### config.mk
export PLATFORM = sky130hd
export DESIGN_NAME = mp_pma_rcv_det_seq
export DESIGN_NICKNAME = d
export VERILOG_FILES = /design/src/rtl/mp_pma_rcv_det_seq.sv
export SDC_FILE = /design/constraint.sdc
export NUM_CORES = 1
export LEC_CHECK = 0
export BUFFER_PORTS_ARGS = -buffer_cell sky130_fd_sc_hd__buf_4
export CAP_MARGIN = 40
export CORE_MARGIN = 4
export CORE_UTILIZATION = 55
export CTS_BUF_LIST = sky130_fd_sc_hd__clkbuf_16
export CTS_CLUSTER_SIZE = 40
export DETAILED_ROUTE_END_ITERATION = 10
export PLACE_DENSITY = 0.84
export SKIP_CTS_REPAIR_TIMING = 1
export SLEW_MARGIN = 15
export SYNTH_ARGS = -nofsm -noshare
export SYNTH_HDL_FRONTEND = slang
export SYNTH_SLANG_ARGS = --single-unit
### constraint.sdc
create_clock -name ref_clk -period 3.7 [get_ports ref_clk]
set_input_delay 0.37 -clock ref_clk [delete_from_list [all_inputs] [get_ports ref_clk]]
set_output_delay 0.37 -clock ref_clk [all_outputs]
set_load 0.005 [all_outputs]
### src/rtl/mp_pma_rcv_det_seq.sv
// mp_pma_rcv_det_seq: PMA receiver-detect sequencer driving analog detect phases and majority-voting the comparator
module mp_pma_rcv_det_seq #(
  parameter int CNT_W       = 12,
  parameter int NUM_SAMPLES = 8
) (
  input  logic             ref_clk,
  input  logic             ref_rst,
  input  logic             pma_rcv_detect,
  output logic             pma_rcv_detect_done,
  output logic             pma_rcv_detected,
  input  logic [CNT_W-1:0] cfg_settle_cnt,
  input  logic [CNT_W-1:0] cfg_pulse_cnt,
  input  logic [CNT_W-1:0] cfg_charge_cnt,
  output logic             ana_rxdet_en,
  output logic             ana_rxdet_pulse,
  input  logic             ana_rxdet_comp,
  output logic             rcv_det_busy
);
  localparam int ACC_W = $clog2(NUM_SAMPLES) + 1;
  localparam int CW    = CNT_W > ACC_W ? CNT_W : ACC_W;
  typedef enum logic [2:0] {IDLE, SETTLE, PULSE, CHARGE, SAMPLE, DONE} state_t;
  state_t state, state_nx;
  logic [CW-1:0] cnt, cnt_nx;
  logic [ACC_W-1:0] acc, acc_nx;
  logic comp_s1, comp_s2, cnt_z;
  logic en_nx, pulse_nx, done_nx, det_nx;
  assign cnt_z = cnt == '0;
  assign rcv_det_busy = state != IDLE;
  always_ff @(posedge ref_clk) begin
    if (ref_rst) begin
      state               <= IDLE;
      cnt                 <= '0;
      acc                 <= '0;
      comp_s1             <= 1'b0;
      comp_s2             <= 1'b0;
      ana_rxdet_en        <= 1'b0;
      ana_rxdet_pulse     <= 1'b0;
      pma_rcv_detect_done <= 1'b0;
      pma_rcv_detected    <= 1'b0;
    end else begin
      state               <= state_nx;
      cnt                 <= cnt_nx;
      acc                 <= acc_nx;
      comp_s1             <= ana_rxdet_comp;
      comp_s2             <= comp_s1;
      ana_rxdet_en        <= en_nx;
      ana_rxdet_pulse     <= pulse_nx;
      pma_rcv_detect_done <= done_nx;
      pma_rcv_detected    <= det_nx;
    end
  end
  always_comb begin
    state_nx = state;
    case (state)
      IDLE:    state_nx = pma_rcv_detect ? SETTLE : IDLE;
      SETTLE:  state_nx = !pma_rcv_detect ? IDLE : cnt_z ? PULSE : SETTLE;
      PULSE:   state_nx = !pma_rcv_detect ? IDLE : cnt_z ? CHARGE : PULSE;
      CHARGE:  state_nx = !pma_rcv_detect ? IDLE : cnt_z ? SAMPLE : CHARGE;
      SAMPLE:  state_nx = !pma_rcv_detect ? IDLE : cnt_z ? DONE : SAMPLE;
      DONE:    state_nx = pma_rcv_detect ? DONE : IDLE;
      default: state_nx = IDLE;
    endcase
  end
  always_comb begin
    cnt_nx   = state == IDLE   ? CW'(cfg_settle_cnt) :
               !cnt_z          ? cnt - 1'b1 :
               state == SETTLE ? CW'(cfg_pulse_cnt) :
               state == PULSE  ? CW'(cfg_charge_cnt) :
               state == CHARGE ? CW'(NUM_SAMPLES - 1) : '0;
    acc_nx   = state == SAMPLE ? acc + ACC_W'(comp_s2) : state == IDLE ? '0 : acc;
    en_nx    = state_nx != IDLE && state_nx != DONE;
    pulse_nx = state_nx == PULSE;
    done_nx  = state_nx == DONE;
    det_nx   = state_nx != DONE ? 1'b0 :
               state == SAMPLE  ? acc_nx >= ACC_W'(NUM_SAMPLES / 2 + 1) : pma_rcv_detected;
  end
endmodule

Word-level counts from Yosys, hierarchy flattened --
Index checks and enable logic that the tools add are counted.
Operators by class: $add $sub $neg 2, magnitude comparators 1, equality and inequality tests 8, mux-type cells 18, reduce and logical (&&, ||, !) cells 6
Operator list (number):
- 12-bit 2-to-1 mux | 4
- 3-bit one-hot mux with 6 select lines | 1
- 3-bit 2-to-1 mux | 5
- 12-bit zero test | 1
- 12-bit by 1-bit subtractor with 12-bit output, second input constant | 1
- 3-bit by 2-bit equality test with 1-bit output, second input constant | 3
- 3-bit equality test, second input constant | 3
- 4-bit 2-to-1 mux | 2
- 2-bit 2-to-1 mux | 3
- 3-bit nonzero test | 2
- 4-bit by 1-bit adder with 4-bit output | 1
- 4-bit by 3-bit greater-or-equal comparator with 1-bit output, second input constant | 1
- 3-bit by 1-bit equality test with 1-bit output, second input constant | 1
- 3-bit zero test | 1
- 1-bit 2-to-1 mux | 3
- 3-bit != test, second input constant | 1
- 2-bit OR reduction | 1
- 1-bit logical AND | 1
Storage, ports and cells: flip-flop bits (word level) 25, output and inout bits 5, logic and storage cells 44

Logic depth before layout (Yosys ltp) --
depth in word-level cells 6, depth in mapped cells 8, gate-level depth less buffers 7

Worst setup path after synthesis --
OpenSTA, ideal clock, no wires.
path kind register to register, start point reg cnt[0], end point reg cnt[8], library setup time 0.091 ns, arrival 1.875 ns, setup slack 1.734 ns, stages on the path, launching flop included 9, buffers on the path 1, path through dfxtp_1 -> inv_1 -> ha_1 -> or4b_4 -> nor3_4 -> and2_1 -> buf_6 -> a21oi_1 -> a311oi_1
Between the ends: cells in the longest elaborated chain, start to end 3, elaborated cells on any way between the ends 4
Ends and longest elaborated chain:
- start: declaration | RTL line 23 | logic [CW-1:0] cnt, cnt_nx;
- start signal: assignment | RTL line 42 | cnt <= cnt_nx;
- 12-bit by 1-bit subtractor with 12-bit output or 12-bit zero test (tied branches) | RTL line 66, 27
- 12-bit 2-to-1 mux (*) | RTL line 66 | !cnt_z ? cnt - 1'b1 :
- 12-bit 2-to-1 mux (*) | RTL line 65 | cnt_nx = state == IDLE ? CW'(cfg_settle_cnt) :
Every way passes the cells marked *; elsewhere a longest branch is shown, timed or not. A chain may end at the register's enable or synchronous reset.

Worst setup path in the final report --
start point reg cnt[0], end point reg cnt[6]
Same word-level chain as after synthesis.

==> metrics.cfg <==
[status]
status=completed

[timing]
finalHoldViolCount=0
setup_tns_ns=0
grt_setup_unrepaired=false
max_slew_margin=0.606
period_share=0.647
setup_viol=0
max_slew.worst_pin.slew_ns=0.591
fmax_mhz=418
period_needed_ns=2.39
skew_ns=0.00207
slew_violations=0

[finish]
n_antenna_cell=0
nFillCells=206
fin_nets=267
drive_above_1_share=0.274
syn_to_final_growth_pct=27.2
final_cell_area_mm2=0.00189

[synthesis]
synth-adder-area-share=0.0253
synth_top_area_cell=dfxtp_1
synth_xor_area_frac=0.0236
yosys.area_share.simple=0.338
synth.area.mux_share=0.0269
synth.cell_area_mm2=0.00149
synth_area_per_cell_um2=8.03
syn_inst=185
synth_area_leaders=dfxtp_1, nor2_1, a21oi_1
yosysWarningCount=0
ys_seq_area_frac=0.337
post-synth-top-area-fraction=0.337
ys.flop_type=dfxtp_1
synth_edf_count=0
async_flop_share=0
ys_top_cells_by_count=nor2_1, dfxtp_1, nand2_1, a21oi_1, nor3_1
synth.net_count=228
ys_types=47
synth_compound_area_frac=0.206
synth_top_family_by_area=simple AND/OR/NAND/NOR gates
ys_seq_elements=25
synth_most_common_cell=nor2_1

[floorplanning]
fp.dieH_um=60.0
die-width_um=60.0
core_area_mm2=0.00252
io_pins=45
fp-row-count=18
start_util=0.589
fp.dieArea_mm2=0.00360

[placement]
portBuffers=44
gp_congestion=0.898
dpl_cell_area_mm2=0.00181
hpwl_um=2810

[drt]
met2_length_um=1890
avgViaCountPerCell=6.05
wl_per_cell_um=16.1
wl_met1_um=1820
dr.max_layer_used=met4
drc=0
drtIter0Drc=86
final_antenna_net_count=0
dr_wl_met3_um=291
routed-via-count=1530
first_pass_iters=4
wl_um=4090

[worst_setup_path]
cp_max_fo=8
arrival_ns=2.56
critPathRequiredTime_ns=3.86
crit_chain=inv_1, ha_1, or4b_4, nor3_4, and2_1, a21oi_1, a311oi_1
cp-end-kind=register
ff2ff_setup_slack_ns=1.31
startpoint_type=register
max_stage_delay_ns=0.53
slowest_stage=or4b_4
crit_type=reg2reg

[grt]
grtUsageTotal=0.237
grt_pass1_wl_um=6530
grt_pass1_vias=1465
grt_overflow=0
antenna_found_initial=0
grt_max_degree=21

[clock_network]
clk_latency_ns=0.26
cts_sinks=25
h-tree-depth=1
cts_tree=built
clk_pin_slew_worst_paths_ns=0.07
numCtsBuffers=3
cts_buffer_depth=2
root_buffer=clkbuf_16

[power_and_ir_drop]
power.density_mw_per_mm2=362
peakVddDrop_v=0.000334
p_leak_uw=0.000757

[min_path]
hold_path_class=in2reg

[job]
max-cap-violations=0

[routing by layer]
metal,global-route usage,up-vias
li1,-,755
met1,0.329,696
met2,0.373,67
met3,0.0324,12
met4,0.0854,0
met5,0,-
[cells in the final DEF (no fill, tap or decap), types with 4 or more instances in the layout]
master | netlist | layout
o21ai_0 | 5 | 5
a21oi_1 | 16 | 16
mux2i_1 | 4 | 4
nor3_1 | 10 | 10
a211oi_1 | 8 | 8
nand3_1 | 6 | 6
nand2_1 | 18 | 18
dfxtp_1 | 25 | 25
buf_4 | 1 | 45
nor2_1 | 26 | 26
[area by class of cell]
type	count	area [um2]	share of cell area
Multi-Input combinational cell	146	921	0.487
Clock buffer	3	75.1	0.0397
Inverter	3	11.3	0.00596
Clock inverter	1	7.51	0.00397
Timing Repair Buffer	45	338	0.179
Tap cell	30	37.5	0.0199
Sequential cell	25	500	0.265
[critical path: cells and delay by family, from the launching register on]
family / cells / cell delay [ns]
buffers and inverters: 1 / 0.07
AND/OR/NAND/NOR: 3 / 1.26
adder cells (fa/ha/maj): 1 / 0.22
AO/OA/AOI/OAI: 2 / 0.40
flip-flops: 1 / 0.34
[path summary, 6_finish.rpt]
check / start / to / cells after the start
max: cnt[0] / cnt[6] / 7
min: ana_rxdet_comp / comp_s1 / 2
max reg2reg: cnt[0] / cnt[6] / 7
min reg2reg: acc[3] / acc[3] / 2
[power breakdown]
part	internal, uW	switching, uW	total (uW)
Sequential	283	17.7	300
Combinational	68.7	66.4	135
Clock	147	102	249
Total	498	186	685
[registers in the layout, indices dropped and copies added (netlist names)]
name                 count
acc                      4
cnt                     12
comp_s1                  1
ana_rxdet_en             1
pma_rcv_detected         1
comp_s2                  1
pma_rcv_detect_done      1
ana_rxdet_pulse          1
state                    3
[stage by stage]
stage	utilization	total power [uW]	hold slack, ns	setup slack (ns)	cells
floorplan	-	387	0.414	1.73	185
global placement	0.717	436	0.443	1.44	249
detailed placement	0.717	438	0.453	1.37	249
CTS	0.750	680	0.330	1.33	253
global route	0.750	709	0.352	1.16	253
finish	0.750	685	0.336	1.31	253
[cells by family (layout without fill, tap and decap cells)]
family,Yosys count,in the layout
AND/OR/NAND/NOR,89,89
AO/OA/AOI/OAI,46,46
flip-flops,25,25
buffers and inverters,14,52
XOR/XNOR,4,4
multiplexers,4,4
adder cells (fa/ha/maj),3,3
No activity file was read; power rests on OpenSTA's default activity.
